===== config.mk =====
export PLATFORM = sky130hd
export DESIGN_NAME = quad_decoder
export DESIGN_NICKNAME = d
export VERILOG_FILES = /design/src/rtl/qdec_pkg.sv /design/src/rtl/qdec_step_decode.sv /design/src/rtl/quad_decoder.sv
export SDC_FILE = /design/constraint.sdc
export NUM_CORES = 1
export LEC_CHECK = 0
export CORE_ASPECT_RATIO = 0.5
export CORE_UTILIZATION = 30
export CTS_CLUSTER_SIZE = 16
export DETAILED_ROUTE_END_ITERATION = 16
export GPL_ROUTABILITY_DRIVEN = 0
export PLACE_DENSITY = 0.59
export SLEW_MARGIN = 15
export SYNTH_ARGS = -nofsm -noshare
export SYNTH_HDL_FRONTEND = slang
export SYNTH_SLANG_ARGS = --single-unit

===== constraint.sdc =====
create_clock -name clk -period 2.71 [get_ports clk]
set_input_delay 0.4065 -clock clk [delete_from_list [all_inputs] [get_ports clk]]
set_output_delay 0.4065 -clock clk [all_outputs]
set_load 0.005 [all_outputs]

===== src/rtl/qdec_pkg.sv =====
// Shared types and default widths for the quadrature decoder.
package qdec_pkg;

  localparam int QDEC_POS_W = 16;
  localparam int QDEC_ERR_W = 8;

  typedef enum logic {
    TRACK = 1'b0,
    FAULT = 1'b1
  } qdec_state_e;

  typedef enum logic [1:0] {
    IDLE    = 2'd0,
    UP      = 2'd1,
    DOWN    = 2'd2,
    ILLEGAL = 2'd3
  } qdec_step_e;

endpackage


===== src/rtl/qdec_step_decode.sv =====
// Classifies one AB transition (prev -> cur) of a quadrature encoder.
module qdec_step_decode
  import qdec_pkg::*;
(
  input  logic [1:0] i_prev,
  input  logic [1:0] i_cur,
  output qdec_step_e o_step
);

  always_comb begin
    // NOTE: assign a default before any branch so no path leaves o_step unassigned (no latch).
    o_step = ILLEGAL;
    if (i_prev == i_cur) begin
      o_step = IDLE;
    end else begin
      // Forward Gray order is 00 -> 10 -> 11 -> 01 -> 00.
      case ({i_prev, i_cur})
        4'b00_10, 4'b10_11, 4'b11_01, 4'b01_00: o_step = UP;
        4'b10_00, 4'b11_10, 4'b01_11, 4'b00_01: o_step = DOWN;
        default:                                o_step = ILLEGAL;
      endcase
    end
  end

endmodule


===== src/rtl/quad_decoder.sv =====
// Quadrature decoder: position counter, direction, step pulse and FAULT lockout.
// Define QDEC_ERR_CNT_EN to build the saturating illegal-transition counter; otherwise err_cnt is tied to 0.
module quad_decoder
  import qdec_pkg::*;
#(
  parameter int POS_W = QDEC_POS_W,
  parameter int ERR_W = QDEC_ERR_W
) (
  input  logic                    clk,
  input  logic                    arst_n,
  input  logic [1:0]              hist_a,
  input  logic [1:0]              hist_b,
  input  logic                    en,
  input  logic                    clr,
  output logic signed [POS_W-1:0] pos,
  output logic                    step_vld,
  output logic                    dir,
  output logic                    fault,
  output logic [ERR_W-1:0]        err_cnt
);

  qdec_step_e               w_step;
  qdec_state_e              r_state;
  logic signed [POS_W-1:0]  r_pos;
  logic                     r_step_vld;
  logic                     r_dir;
  logic                     r_fault;

  qdec_step_decode u_step_decode (
    .i_prev (({hist_a[1], hist_b[1]})),
    .i_cur  (({hist_a[0], hist_b[0]})),
    .o_step (w_step)
  );

  always_ff @(posedge clk or negedge arst_n) begin
    if (!arst_n) begin
      r_state    <= TRACK;
      r_pos      <= '0;
      r_step_vld <= 1'b0;
      r_dir      <= 1'b0;
      r_fault    <= 1'b0;
    end else begin
      // NOTE: non-blocking assignments so every register samples pre-edge values.
      r_step_vld <= 1'b0;
      if (clr) begin
        r_state <= TRACK;
        r_pos   <= '0;
        r_fault <= 1'b0;
      end else if (en) begin
        case (r_state)
          TRACK: begin
            case (w_step)
              UP: begin
                r_pos      <= r_pos + POS_W'(1);
                r_dir      <= 1'b1;
                r_step_vld <= 1'b1;
              end
              DOWN: begin
                r_pos      <= r_pos - POS_W'(1);
                r_dir      <= 1'b0;
                r_step_vld <= 1'b1;
              end
              ILLEGAL: begin
                r_state <= FAULT;
                r_fault <= 1'b1;
              end
              default: ;
            endcase
          end
          default: ;  // FAULT holds everything until clr
        endcase
      end
    end
  end

  assign pos      = r_pos;
  assign step_vld = r_step_vld;
  assign dir      = r_dir;
  assign fault    = r_fault;

`ifdef QDEC_ERR_CNT_EN
  logic [ERR_W-1:0] r_err_cnt;

  always_ff @(posedge clk or negedge arst_n) begin
    if (!arst_n) begin
      r_err_cnt <= '0;
    end else if (clr) begin
      r_err_cnt <= '0;
    end else if (en && (w_step == ILLEGAL) && (r_err_cnt != '1)) begin
      r_err_cnt <= r_err_cnt + ERR_W'(1);
    end
  end

  assign err_cnt = r_err_cnt;
`else
  assign err_cnt = '0;
`endif

endmodule


Word level (Yosys, flattened, before mapping)

Memory sizes are Yosys's and may differ from the RTL's.
Cells that the tools add are included.

Memory bits (read-only): 32
Memories kept: 1
Logic and storage cells: 41
Bits of input ports: 8
Output and inout bits: 27
Register bits: 20

Memory list:

| name             | depth | width | rd ports | clocked after memory_dff | write ports | line                   | source |
|---|---|---|---|---|---|---|---|
| (name not given) | 16    | 2     | 1        | 0                        | 0           | qdec_step_decode.sv:17 | `case ({i_prev, i_cur})` |

Mux-type cells: 18
Equality and inequality tests: 5
Bitwise logic cells: 2
Reduce and logical (&&, ||, !) cells: 8
Add/subtract/negate cells: 2

Operators with widths:

| cell                                               | number |
|---|---|
| two-way mux 16 bit                                 | 3 |
| case mux 16 bit (2 select lines)                   | 1 |
| adder 16 x 2 -> 16 bit, second input constant      | 1 |
| subtractor 16 x 2 -> 16 bit, second input constant | 1 |
| two-way mux 1 bit                                  | 12 |
| AND reduction 3 bit                                | 2 |
| nonzero test 2 bit                                 | 3 |
| == test 2 bit, second input constant               | 2 |
| AND reduction 4 bit                                | 1 |
| nonzero test 3 bit                                 | 1 |
| == test 2 x 1 -> 1 bit, second input constant      | 1 |
| == test 2 bit                                      | 1 |
| two-way mux 2 bit                                  | 1 |
| inequality test 2 bit, second input constant       | 1 |
| NOT 1 bit                                          | 2 |
| case mux 1 bit (2 select lines)                    | 1 |
| OR reduction 2 bit                                 | 1 |

Depth between registers and ports, before layout

Gate-level depths: netlist (run 1).

Depth after elaboration: 8
Gate-level depth with buffers: 17
Depth with buffers taken out: 13

Hierarchy

A second synthesis (run 1) with hierarchy kept.

Cell total of the unflattened synthesis: 260
Area, all modules: 2,000.7 sq um

By module, submodules not included:

| module           | area an instance (sq um) | sequential area each (sq um) | times used | cells each |
|---|---|---|---|---|
| quad_decoder     | 1,945.6                  | 500.5                        | 1          | 251 |
| qdec_step_decode | 55.1                     | 0.0                          | 1          | 9 |

Worst setup path after synthesis (run 1)

Ideal clock, no wire load.

Path kind: input -> register
Start point: in hist_b[0]
End point: reg r_pos[12], in the netlist pos[12]
Library setup time: 128 ps
Setup slack: -638 ps
Buffers on the path: 4
Stages on the path: 17
Data arrival time: 3,220 ps
Data required time: 2,582 ps
Path through: nor2_1 a21oi_1 nor2_1 a21oi_1 ha_1 buf_4 buf_2 buf_2 buf_2 xor2_1 ha_1 nand4bb_1 and4_1 o21ai_2 a22oi_1 o22ai_1 mux2_1

Longest elaborated chain between the ends: 7
Elaborated cells on any way between the ends: 11
Those cells by class: eq/ne (3); mux (5); reduce/logical (2); memory (1)

RTL lines:

| element                                                          | line                   | source |
|---|---|---|
| start, declared                                                  | quad_decoder.sv:12     | `input logic [1:0] hist_b,` |
| memory read (16 x 2 bit) / == test 2 bit (equally long branches) | --                     |  |
| two-way mux 2 bit *                                              | qdec_step_decode.sv:13 | `if (i_prev == i_cur) begin` |
| == test 2 bit / == test 2 x 1 -> 1 bit (equally long branches)   | quad_decoder.sv:52     | `case (w_step)` |
| case mux 16 bit (2 select lines)                                 | quad_decoder.sv:52     |  |
| two-way mux 16 bit                                               | quad_decoder.sv:50     | `case (r_state)` |
| two-way mux 16 bit                                               | quad_decoder.sv:49     | `end else if (en) begin` |
| two-way mux 16 bit                                               | quad_decoder.sv:45     | `if (clr) begin` |
| end signal, assigned                                             | quad_decoder.sv:54     | `r_pos <= r_pos + POS_W'(1);` |
| end signal, assigned                                             | quad_decoder.sv:59     | `r_pos <= r_pos - POS_W'(1);` |
| end, declared                                                    | quad_decoder.sv:24     | `logic signed [POS_W-1:0] r_pos;` |

Mark *: on every way between the ends. The rest lies on a longest branch, timed or not. The select of a mux whose other input is x is not followed.
A chain may end at the register's enable or synchronous reset.

Final worst setup path (run 1)

Start point: in hist_a[1]
End point: reg r_pos[15], in the netlist pos[15]

Longest elaborated chain between the ends: 7
Elaborated cells on any way between the ends: 11
Those cells by class: eq/ne (3); mux (5); reduce/logical (2); memory (1)

RTL lines:

| element                                                          | line                   | source |
|---|---|---|
| start, declared                                                  | quad_decoder.sv:11     | `input logic [1:0] hist_a,` |
| memory read (16 x 2 bit) / == test 2 bit (equally long branches) | --                     |  |
| two-way mux 2 bit *                                              | qdec_step_decode.sv:13 |  |
| == test 2 bit / == test 2 x 1 -> 1 bit (equally long branches)   | quad_decoder.sv:52     |  |
| case mux 16 bit (2 select lines)                                 | quad_decoder.sv:52     |  |
| two-way mux 16 bit                                               | quad_decoder.sv:50     |  |
| two-way mux 16 bit                                               | quad_decoder.sv:49     |  |
| two-way mux 16 bit                                               | quad_decoder.sv:45     |  |

Marks and branches as above.

==> run_results.csv, run 1 <==
group,metric,value,unit
status,status,"finished clean",
cells_and_area,fin_area,2990,um^2
drt,wl_per_cell,15.5,um
cells_and_area,antenna_cells,0,
drt,wirelength,6.46,mm
clocking,path_clk_slew,0.06,ns
drt,ant_nets,0,
synth,synth_edf_count,0,
synth,ys_warn_count,0,
sta,worst_slew_margin_rel,60.0,%
worst_setup_path,cp_max_fo,6,
worst_setup_path,cp-endpoint,"pos[15]$_DFFE_PN0P_",
worst_setup_path,critPathKind,"in2reg",
clocking,cts_buffers,3,
clocking,cts.sinks,20,
pwr,powerDensity,469,nW/um^2
clocking,insertion_delay,0.25,ns
placed_design,placed_area,2740,um^2
global_route,grt_pass1_wl,10.3,mm
floorplanning,num_io_pins,35,
drt,drc,0,
drt,viasPerCell,5.30,
synth,syn_area_per_cell,7.97,um^2
pwr,p_sw_share,36.5,%
worst_setup_path,reg2reg_slack,0.34,ns
sta,tightest_slew,0.598,ns
cells_and_area,final_common_cell,"buf_4",
synth,synth_ff_type,"dfrtp_1",
clocking,cts_tree,"built",
synth,syn_inst,265,
worst_setup_path,cp.required,2.85,ns
floorplanning,initial_core_util,31.3,%
worst_setup_path,regToRegEndpoint,"pos[9]$_DFFE_PN0P_",
global_route,grt_overflow,0,
worst_setup_path,r2r_cells,7,
floorplanning,die_area,7400,um^2
floorplanning,row_count,21,
worst_setup_path,cp.arrival,2.77,ns
min_path,hp-class,"in2async",
sta,maxSlewViolCount,0,
floorplanning,fp.coreArea,6750,um^2
global_route,antenna_found_initial,0,
synth,synth_area,2110,um^2
placed_design,numPortBuffers,26,
cells_and_area,nets,343,
sta,fin_tns_setup,0,ns
global_route,grt_usage,17.9,%
synth,yosysTopAreaCellShare,23.7,%
cells_and_area,stdcell_count,418,
synth,yosysTopAreaCell,"dfrtp_1",
pwr,p_leak,0.00126,uW
cells_and_area,most-common-layout-cells,"buf_4 (51), clkdlybuf4s50_1 (22), nor2_1 (20), dfrtp_1 (20)",
global_route,grt_max_degree,21,
pwr,clkPwrFrac,22.7,%
pwr,power.internal,891,uW
clocking,cts-root-buf,"clkbuf_16",
sta,max_clock_freq,380,MHz
pwr,vdd_drop_max,302,uV
drt,dr.pass1.iters,4,
sta,setup-violations-final,0,
placed_design,hpwl,4.66,mm
cells_and_area,fillCellCount,634,
sta,period_needed,2.63,ns
clocking,clockBufferDepth,2,
sta,rsz0062_at_grt,"true",
synth,ys_async_sr_fraction,100,%
cells_and_area,syn2layout_area_growth,41.7,%
floorplanning,fp.dieH,61.4,um
worst_setup_path,cp-end-kind,"register",
synth,ys_seq_elements,20,
job,cap_violations,0,
pwr,power_switching,512,uW
worst_setup_path,crit_path_start_kind,"input port",
cells_and_area,drive_gt1_share,30.4,%
global_route,grt_pass1_vias,2037,
drt,vias,2217,
synth,ys_types,65,
synth,synth.area.top_cells,"dfrtp_1 (24%), a21oi_1 (5.0%), ha_1 (4.1%), xnor2_1 (4.1%), nor2_1 (3.7%)",
sta,timing.final.crit_share,97.2,%
worst_setup_path,crit_start,"hist_a[1]",
pwr,total_power,1400,uW
worst_setup_path,reg2reg_from,"pos[5]$_DFFE_PN0P_",
sta,skew,0.00353,ns
sta,hold_viol_final,0,
pwr,seqPwrFrac,27.6,%
drt,dr.first_iter.drc_count,129,
sta,fin_hold_ws,0.508,ns
clocking,htree_levels,1,
synth,ys_seq_area_share,23.7,%
clocking,hold_buffers,0,
placed_design,dp.cells,409,
floorplanning,fp.dieW,121,um
pwr,p_comb_share,49.7,%
-- per-stage QoR --
| stage | setup slack [ns] | util [%] |
|---|---|---|
| after floorplan | -0.288 | - |
| after global placement | -0.729 | 40.5 |
| after detailed placement | -0.817 | 40.5 |
| after CTS | 0.0181 | 43.3 |
| after global routing | -0.0420 | 44.3 |
| final | 0.0771 | 44.3 |
-- cells in the mapped netlist (all sizes together), types with 2 or more instances --
master / n
a21oi: 22
a221oi: 2
a22oi: 2
a311oi: 3
a31oi: 3
and3: 2
and4: 3
buf: 21
clkbuf: 9
dfrtp: 20
ha: 7
inv: 8
mux2: 8
mux2i: 5
nand2: 17
nand2b: 3
nand3: 8
nand4: 2
nand4b: 2
nor2: 21
nor2b: 8
nor3: 11
nor3b: 2
nor4: 4
o211ai: 2
o21a: 2
o21ai: 16
o21bai: 2
o22ai: 2
o31a: 3
o31ai: 3
or2: 2
or3: 8
or3b: 2
or4: 3
or4b: 2
xnor2: 10
-- sequential cells by signal (all words and copies together), names as in the netlist --
signal    count
fault         1
step_vld      1
r_state       1
dir           1
pos          16
-- worst min-delay path by stage --
stage	to	cells after the start
global placement	fault$_DFFE_PN0P_	2
floorplan	dir$_DFFE_PN0P_	0
global route	dir$_DFFE_PN0P_	1
finish	pos[3]$_DFFE_PN0P_	2
CTS	pos[3]$_DFFE_PN0P_	2
detailed placement	fault$_DFFE_PN0P_	2
-- routing by layer --
layer  global-route usage (%)  part of all wire [%]  up-vias
met1                     24.7                    50     1074
met2                     30.6                    46       53
met3                     3.15                   3.9        4
li1                         -                     -     1086
met5                        0                     0        -
met4                     2.12                  0.57        0
-- critical path, stage by stage --
cell and delay (ns):
buf_12 0.11, nor2b_4 0.12, o21ai_2 0.13, o21a_1 0.20, ha_4 0.21, or4b_4 0.48
mux2_4 0.33, nor3_4 0.18, a21oi_2 0.10, mux2i_1 0.17, mux2_1 0.34
-- area by class of cell --
cell class                 instances  area, um^2  share of cell area, %
inverter                           9        36.3                   1.21
multi-input combinational        213        1580                   52.6
sequential                        20         500                   16.7
timing repair buffer              81         692                   23.1
clock buffer                       3        75.1                   2.51
tap                               92         115                   3.84
-- kinds of logic after synthesis --
group | synth area share (%)
AND/OR/NAND/NOR | 27.9
AO/OA/AOI/OAI | 23.0
XOR/XNOR | 4.56
flip-flops | 23.7
adder cells (fa/ha/maj) | 4.14
buffers and inverters | 9.71
other | 0.177
multiplexers | 6.81
-- timing repair --
item / 4_1_cts / 5_1_grt
setup buffers: 3 / 3
pin swaps: 6 / 11
endpoints found under the setup margin: 12 / 10
gates resized for setup: 26 / 22
-- power by group through the flow --
| stage | combinational, uW | sequential [uW] | clock (uW) |
|---|---|---|---|
| final | 697 | 387 | 319 |
| after floorplan | 391 | 366 | 0 |
| after CTS | 665 | 387 | 326 |
| after global routing | 758 | 396 | 332 |
| after global placement | 606 | 390 | 0 |
| after detailed placement | 619 | 391 | 0 |
No activity file was read; power rests on OpenSTA's default activity.
==> inputs of run 2 (changes only) <==
--- a/config.mk
+++ b/config.mk
@@ -9,7 +9,7 @@
 export CORE_UTILIZATION = 30
 export CTS_CLUSTER_SIZE = 16
 export DETAILED_ROUTE_END_ITERATION = 16
-export GPL_ROUTABILITY_DRIVEN = 0
+export GPL_ROUTABILITY_DRIVEN = 1
 export PLACE_DENSITY = 0.59
 export SLEW_MARGIN = 15
 export SYNTH_ARGS = -nofsm -noshare
==> results of run 2 <==
Same layout as run 1: the final DEF is identical, and so are final timing and power.
